===== config.mk =====
export PLATFORM = sky130hd
export DESIGN_NAME = alu_rr_sequencer
export DESIGN_NICKNAME = d
export VERILOG_FILES = /design/src/rtl/alu_pkg.sv /design/src/rtl/alu_exec_unit.sv /design/src/rtl/alu_rr_sequencer.sv
export SDC_FILE = /design/constraint.sdc
export NUM_CORES = 1
export LEC_CHECK = 0
export BUFFER_PORTS_ARGS = -buffer_cell sky130_fd_sc_hd__buf_2
export CAP_MARGIN = 20
export CORE_ASPECT_RATIO = 0.8
export CORE_MARGIN = 2
export CORE_UTILIZATION = 25
export CTS_BUF_LIST = sky130_fd_sc_hd__clkbuf_8
export CTS_CLUSTER_SIZE = 30
export DETAILED_ROUTE_END_ITERATION = 8
export HOLD_SLACK_MARGIN = 0.06
export PLACE_DENSITY = 0.46
export SLEW_MARGIN = 0
export SYNTH_ARGS = -nofsm -noshare
export SYNTH_HDL_FRONTEND = slang
export SYNTH_SLANG_ARGS = --single-unit

===== constraint.sdc =====
create_clock -name clk -period 37.1 [get_ports clk]
set_input_delay 5.565 -clock clk [delete_from_list [all_inputs] [get_ports clk]]
set_output_delay 5.565 -clock clk [all_outputs]
set_load 0.01 [all_outputs]

===== src/rtl/alu_pkg.sv =====
// Shared types for the round-robin ALU sequencer: opcodes, request and
// response records, sequencer states and the divide-by-zero result value.
package alu_pkg;

   typedef enum logic [2:0] {
      OP_ADD = 3'b000,
      OP_SUB = 3'b001,
      OP_MUL = 3'b010,
      OP_DIV = 3'b011,
      OP_OR  = 3'b100,
      OP_XOR = 3'b101,
      OP_AND = 3'b110,
      OP_NOT = 3'b111
   } alu_op_e;

   typedef struct packed {
      logic [7:0] a;
      logic [7:0] b;
      alu_op_e    op;
   } alu_req_t;

   typedef struct packed {
      logic [15:0] result;
      logic        err;
   } alu_rsp_t;

   typedef enum logic [1:0] {
      ST_IDLE = 2'd0,
      ST_EXEC = 2'd1,
      ST_RESP = 2'd2
   } seq_state_e;

   localparam logic [15:0] DIV0_RESULT = 16'hFFFF;

endpackage


===== src/rtl/alu_exec_unit.sv =====
// Purely combinational 8-bit ALU: operands are zero-extended to 16 bits and
// a divide by zero returns DIV0_RESULT with the error flag raised.
module alu_exec_unit
   import alu_pkg::*;
(
   input  alu_req_t req,
   output alu_rsp_t rsp
);

   logic [15:0] a_ext;
   logic [15:0] b_ext;

   assign a_ext = {8'h00, req.a};
   assign b_ext = {8'h00, req.b};

   // Evaluate the selected operation; only a zero divisor sets the error flag
   always_comb begin
      rsp.result = '0;
      rsp.err    = 1'b0;
      case (req.op)
         OP_ADD: rsp.result = a_ext + b_ext;
         OP_SUB: rsp.result = a_ext - b_ext;
         OP_MUL: rsp.result = a_ext * b_ext;
         OP_DIV: begin
            if (req.b == 8'h00) begin
               rsp.result = DIV0_RESULT;
               rsp.err    = 1'b1;
            end else begin
               rsp.result = a_ext / b_ext;
            end
         end
         OP_OR:   rsp.result = a_ext | b_ext;
         OP_XOR:  rsp.result = a_ext ^ b_ext;
         OP_AND:  rsp.result = a_ext & b_ext;
         OP_NOT:  rsp.result = {8'h00, ~req.a};
         default: rsp.result = '0;
      endcase
   end

endmodule


===== src/rtl/alu_rr_sequencer.sv =====
// Round-robin sequencer sharing one ALU between NUM_REQ requesters.
// Each operation walks IDLE (grant) -> EXEC (compute) -> RESP (hand back).
// Optional macro ALU_STATS_EN adds the op_count port counting completed ops.
module alu_rr_sequencer
   import alu_pkg::*;
#(
   parameter int NUM_REQ = 4,
   parameter int ID_W    = $clog2(NUM_REQ)
) (
   input  logic                 clk,
   input  logic                 rst_n,
   input  logic [NUM_REQ-1:0]   req_valid,
   output logic [NUM_REQ-1:0]   req_ready,
   input  logic [NUM_REQ*8-1:0] req_a,
   input  logic [NUM_REQ*8-1:0] req_b,
   input  logic [NUM_REQ*3-1:0] req_op,
   output logic                 rsp_valid,
   input  logic                 rsp_ready,
   output logic [ID_W-1:0]      rsp_id,
   output logic [15:0]          rsp_result,
   output logic                 rsp_err,
   output logic                 busy
`ifdef ALU_STATS_EN
   ,
   output logic [15:0]          op_count
`endif
);

   seq_state_e      state;
   seq_state_e      state_next;
   logic [ID_W-1:0] rr_ptr;
   logic [ID_W-1:0] cand;
   logic [ID_W-1:0] grant_idx;
   logic            grant_found;
   alu_req_t        grant_req;
   alu_req_t        cur_req;
   logic [ID_W-1:0] cur_id;
   alu_rsp_t        exec_rsp;

   // Index arithmetic modulo NUM_REQ, valid for non-power-of-two counts
   function automatic logic [ID_W-1:0] wrap_add(input logic [ID_W-1:0] base,
                                                input int              offset);
      int sum;
      sum = int'(base) + offset;
      if (sum >= NUM_REQ) begin
         sum = sum - NUM_REQ;
      end
      return sum[ID_W-1:0];
   endfunction

   // Scan requests upward from rr_ptr with wrap; the first valid one wins
   always_comb begin
      cand        = '0;
      grant_found = 1'b0;
      grant_idx   = '0;
      for (int i = 0; i < NUM_REQ; i++) begin
         cand = wrap_add(rr_ptr, i);
         if (!grant_found && req_valid[cand]) begin
            grant_found = 1'b1;
            grant_idx   = cand;
         end
      end
   end

   // Pick out the winner's operands from the packed request buses
   always_comb begin
      grant_req    = '0;
      grant_req.a  = req_a[8*grant_idx +: 8];
      grant_req.b  = req_b[8*grant_idx +: 8];
      grant_req.op = alu_op_e'(req_op[3*grant_idx +: 3]);
   end

   alu_exec_unit u_exec (
      .req (cur_req),
      .rsp (exec_rsp)
   );

   // Next state and the single-cycle grant strobe, only raised while idle
   always_comb begin
      state_next = state;
      req_ready  = '0;
      case (state)
         ST_IDLE: begin
            if (grant_found) begin
               req_ready[grant_idx] = 1'b1;
               state_next           = ST_EXEC;
            end
         end
         ST_EXEC: state_next = ST_RESP;
         ST_RESP: begin
            if (rsp_ready) begin
               state_next = ST_IDLE;
            end
         end
         default: state_next = ST_IDLE;
      endcase
   end

   // State, pointer, latched operands and response registers; reset drops any op
   always_ff @(posedge clk or negedge rst_n) begin
      if (!rst_n) begin
         state      <= ST_IDLE;
         rr_ptr     <= '0;
         cur_req    <= '0;
         cur_id     <= '0;
         rsp_id     <= '0;
         rsp_result <= '0;
         rsp_err    <= 1'b0;
      end else begin
         state <= state_next;
         case (state)
            ST_IDLE: begin
               if (grant_found) begin
                  cur_req <= grant_req;
                  cur_id  <= grant_idx;
                  rr_ptr  <= wrap_add(grant_idx, 1);
               end
            end
            ST_EXEC: begin
               rsp_result <= exec_rsp.result;
               rsp_err    <= exec_rsp.err;
               rsp_id     <= cur_id;
            end
            default: ;
         endcase
      end
   end

   assign rsp_valid = (state == ST_RESP);
   assign busy      = (state != ST_IDLE);

`ifdef ALU_STATS_EN
   // Count completed response handshakes, wrapping naturally at 16 bits
   always_ff @(posedge clk or negedge rst_n) begin
      if (!rst_n) begin
         op_count <= '0;
      end else if (rsp_valid && rsp_ready) begin
         op_count <= op_count + 16'd1;
      end
   end
`endif

endmodule

==> Yosys cells after proc, flatten, opt, wreduce, memory -nomap -nowiden <==
Cells that the tools add are included.
{ "classes": {"addsub": 11, "mul": 2, "div": 1, "n_lt_le_gt_ge": 11, "n_eq_ne": 11, "n_shift": 3, "n_mux": 32, "bitwise": 4, "n_reduce_logical": 13} }
{ "op_table": {"columns": ["operator", "count"], "rows": [
  ["$pmux 16 s8", 1],
  ["$shiftx 32x6->8", 2],
  ["$mux 2", 11],
  ["$div 8x8->16", 1],
  ["$mul 8x8->16", 1],
  ["$mux 16", 1],
  ["$lt 2x3->1 const B", 5],
  ["$eq 3x3->1 const B", 4],
  ["$ge 3x3->1 const B", 4],
  ["$shiftx 12x5->3", 1],
  ["$mux 1", 11],
  ["$sub 2x1->2 const B", 5],
  ["$add 8x8->9", 1],
  ["$sub 8x8->9", 1],
  ["$and 8x8->8", 1],
  ["$bmux 1 s2", 4],
  ["$logic_not 8->1", 1],
  ["$mux 4", 2],
  ["$not 8->8", 1],
  ["$or 8x8->8", 1],
  ["$xor 8x8->8", 1],
  ["$add 2x1->3 const B", 2],
  ["$add 2x2->3 const B", 2],
  ["$eq 3x2->1 const B", 2],
  ["other kinds (16)", 22]
]} }
{ "totals": {"register_bits": 44, "input_bits": 83, "wordCells": 97} }

==> Longest topological paths before layout <==
{ "logic_depth": {"ltp_word": 20, "depth_mapped": 144, "mapped_depth_nobuf": 139} }

==> Cells and area by module <==
From an unflattened synthesis, not the netlist that was laid out.
{ "unflattened": {"cells_unflattened": 1386, "area_unflattened_um2": 10859.2} }
{ "by_module_without_submodules": {"columns": ["module", "n_inst", "cells_each", "area_each_um2", "seq_area_each_um2"], "rows": [
  ["alu_exec_unit", 1, 1168, 8468.1, 0.0],
  ["alu_rr_sequencer", 1, 218, 2391.0, 1101.1]
]} }

==> Least setup slack after synthesis <==
No wires, ideal clock.
{ "synth_path": {"path_type": "register to register", "start": "register cur_req[4] (netlist bit)", "end": "register rsp_result[0]", "t_arrival_ns": 26.867, "required_time_ns": 36.967, "setup_slack_ns": 10.099, "stages_incl_launch_ff": 131, "period_less_slack_ns": 27.001, "cell_sequence": "dfrtp_1 -> inv_1 -> ha_1 -> o21ai_0 -> a211oi_1 -> nand2_1 -> a31oi_1 -> ha_1 -> o21a_1 -> o221ai_1 -> nor3b_1 -> a21o_1 -> ha_1 -> or3_1 -> o221ai_1 -> a21oi_1 -> a211o_1 -> o21a_1 -> (+95 left out) -> a21o_1 -> a21oi_1 -> nand4_2 -> nor3_4 -> mux2_4 -> ha_1 -> nor2b_1 -> o21ai_0 -> nand2b_1 -> a21oi_1 -> nor2b_1 -> o21ai_0 -> nand2b_1 -> a2111oi_0 -> and2_1 -> o211ai_1 -> o41ai_1 -> a31oi_1"} }
{ "synth_between": {"elab_chain_cells": 3} }
{ "synth_lines": {"columns": ["item", "line_no", "text"], "rows": [
  ["from (decl)", "alu_rr_sequencer.sv:36", "alu_req_t cur_req;"],
  ["from (signal assigned)", "alu_rr_sequencer.sv:114", "cur_req <= grant_req;"],
  ["$div 8x8->16 / $logic_not 8->1 (equally long branches)", "alu_exec_unit.sv:29, alu_exec_unit.sv:25", null],
  ["$mux 16 (*)", "alu_exec_unit.sv:25", "if (req.b == 8'h00) begin"],
  ["$pmux 16 s8 (*)", "alu_exec_unit.sv:20", "case (req.op)"],
  ["to (signal assigned)", "alu_rr_sequencer.sv:120", "rsp_result <= exec_rsp.result;"],
  ["to (decl)", "alu_rr_sequencer.sv:20", "output logic [15:0] rsp_result,"]
]} }
Mark *: on every way between the ends. The rest lies on a longest branch, timed or not.
A chain may end at the register's enable or synchronous reset.

==> Worst setup path in the final report <==
{ "layout_path": {"start": "register cur_req[10] (netlist bit)", "end": "register rsp_result[0]"} }
The elaborated chain is that of the path after synthesis.

==> reports/metrics.yaml <==
floorplan:
  die_w_microns: 240
  ios: 108
  dieArea_sq_mm: 0.0464
  die_h_microns: 193
  coreArea_sq_mm: 0.0443
  initial_utilization: 0.252
  std_cell_rows: 69
worst_setup_path:
  crit_type: "reg -> reg"
  path_common_cell: "o21a_1"
  r2r_cells: 121
  cpPeakStageDelay_ns: 0.95
  rr_endpoint: "rsp_result[0]"
  crit_path_end_kind: "register"
  cp-startpoint: "cur_req[10]"
  worstPathMaxFanout: 23
  worstPathRequired_ns: 37.33
  arrival_ns: 32.46
  r2r_start: "cur_req[10]"
  r2r_setup_slack_ns: 4.86
  critPathCapture: "rsp_result[0]"
  worst_path_max_delay_cell: "o41ai_1"
  critPathLaunchType: "register"
placed_design:
  dp_slack_ns: 5.14
  hpwl_microns: 29100
  place_congestion: 0.862
  io_buffers: 107
  placed_cell_area_sq_mm: 0.0124
clocking:
  ctsLongestPathBuffers: 2
  clock_latency_ns: 0.34
  cts_hold_buffers: 0
  htree_levels: 2
  cts_sinks: 44
  cts_tree: "built"
  cts.clk_slew.worst_paths_ns: 0.11
  numCtsBuffers: 5
  post-cts-setup-buffers: 0
  root_buffer: "clkbuf_8"
  ctsResizeCount: 0
timing:
  setup_violations: 0
  slew_viol_final: 0
  finClkSkew_ns: 0.0235
  hold_violations: 0
  period_minus_slack_ns: 32.24
  setup_slack_ns: 4.86
  slew_headroom: 0.269
  final.period_utilization: 0.869
  grt_setup_unrepaired: "no"
  worstMarginPinSlew_ns: 1.08
  fmax_mhz: 31.0
  finalSetupTns_ns: 0
job:
  maxCapViolCount: 0
synth:
  syn-mean-instance-area_sq_um: 7.52
  ys_warn_count: 0
  synth_area_sq_mm: 0.0112
  ys_top_cells_by_area: "ha_1 19%, dfrtp_1 9.9%, nand2_1 7.2%, fa_1 6.8%, nor2_1 4.2%"
  synth_top_cell_by_area: "ha_1"
  synth_commonest_cells: "213 x nand2_1, 166 x ha_1, 124 x nor2_1"
  synth-edff-count: 0
  yosysSeqAreaShare: 0.0985
  yosysUniqueCellTypes: 98
  synthArstFlopShare: 1.00
  synth_top_area_share: 0.186
  ys.flop_type: "dfrtp_1"
  ys_ff_latch: 44
  syn_inst: 1486
  synth_most_common_cell: "nand2_1"
finish:
  drive_above_1_share: 0.138
  diodes: 0
  nNetsFinal: 1859
  area_growth_pct: 11.9
  fillers: 4862
  multi_input_area_sq_mm: 0.00951
  stdcell_area_sq_mm: 0.0125
  regArea_sq_mm: 0.00110
  final_util: 0.282
drt:
  first_iter_violations: 710
  drt_wl_total_microns: 36600
  drtPass1Iterations: 5
  drc: 0
  wl_per_cell_microns: 16.8
  antenna_left: 0
  vias_per_cell: 5.14
  vias: 11200
global_route:
  grt_use_total: 0.160
  grt-ovfl-total: 0
  grt_antenna_before_repair: 0
  grt_first_pass_wirelength_microns: 59100
  grt_pass1_vias: 10700
  grt_max_degree: 45
status:
  status: "finished, final reports clean"
hold_path:
  min_path_type: "reg -> reg"
[critical path: cells and delay by family, from the launching register on]
kind / cells / cell delay, ns
compound gates: 70 / 17.83
fa+ha+maj: 13 / 3.85
buf+inv: 1 / 0.08
flops: 1 / 0.69
mux: 4 / 1.30
simple gates: 33 / 8.33
[final cells by class]
type | count | area share
Multi-Input combinational cell | 1296 | 0.761
Sequential cell | 44 | 0.0881
Tap cell | 603 | 0.0603
Timing Repair Buffer | 124 | 0.0530
Inverter | 101 | 0.0303
Clock buffer | 6 | 0.00660
Clock inverter | 2 | 0.000901
[logic make-up after synthesis]
kind of cell / after synthesis / synth area share
buf+inv: 153 / 0.0532
simple gates: 564 / 0.242
other cells: 1 / 0.000336
xor+xnor: 49 / 0.0384
compound gates: 419 / 0.256
fa+ha+maj: 204 / 0.254
flops: 44 / 0.0985
mux: 52 / 0.0581
[cells in the final DEF (no fill, tap or decap), drive strengths merged, types with 8 or more instances in the layout]
cell and n:
nand2 214, ha 166, nor2 125, buf 124
inv 98, o21ai 95, a21oi 86, nor3 56
dfrtp 44, o21a 42, xnor2 38, fa 38
o211ai 35, nand3 35, mux2 32, nand2b 21
or3 21, o31ai 20, a211oi 17, mux2i 17
a21o 16, nor2b 15, and2 14, or2 13
xor2 11, o21bai 11, nor4 10, and3 9
o22ai 9, a31oi 9, nand4 9, conb 8
[sequential cells by signal, summed over array words and instances, names as in the netlist]
| register | flops |
|---|---|
| cur_id | 2 |
| cur_req | 19 |
| rr_ptr | 2 |
| rsp_err | 1 |
| rsp_id | 2 |
| rsp_result | 16 |
| state | 2 |
[how the worst min path moves through the flow]
| stage | from | cells after the start | to | slack (ns) |
|---|---|---|---|---|
| 2_1_floorplan | cur_id[0] | 2 | cur_id[0] | 0.45 |
| 3_3_place_gp | rsp_result[12] | 2 | rsp_result[12] | 0.46 |
| 5_1_grt | cur_id[0] | 2 | cur_id[0] | 0.54 |
| 3_5_place_dp | rsp_result[5] | 2 | rsp_result[5] | 0.47 |
| 6_report | rsp_result[5] | 2 | rsp_result[5] | 0.49 |
| 4_1_cts | rsp_result[5] | 2 | rsp_result[5] | 0.50 |
[stage by stage]
step	hold slack (ns)	instances
after floorplan	0.446	1493
after detailed placement	0.472	2168
final	0.493	2176
after global placement	0.460	2168
after global routing	0.541	2176
after CTS	0.499	2176
[metal layers]
layer / wire, microns / up-vias / track usage / share of wire
li1: - / 5553 / - / -
met1: 19800 / 5349 / 0.249 / 0.54
met2: 15000 / 262 / 0.244 / 0.41
met3: 1660 / 20 / 0.0172 / 0.045
met4: 222 / 0 / 0.0155 / 0.0061
met5: 0 / - / 0 / 0
Power is not shown: default switching activity piles up to over one toggle a cycle in this logic, so the estimate is an artifact.
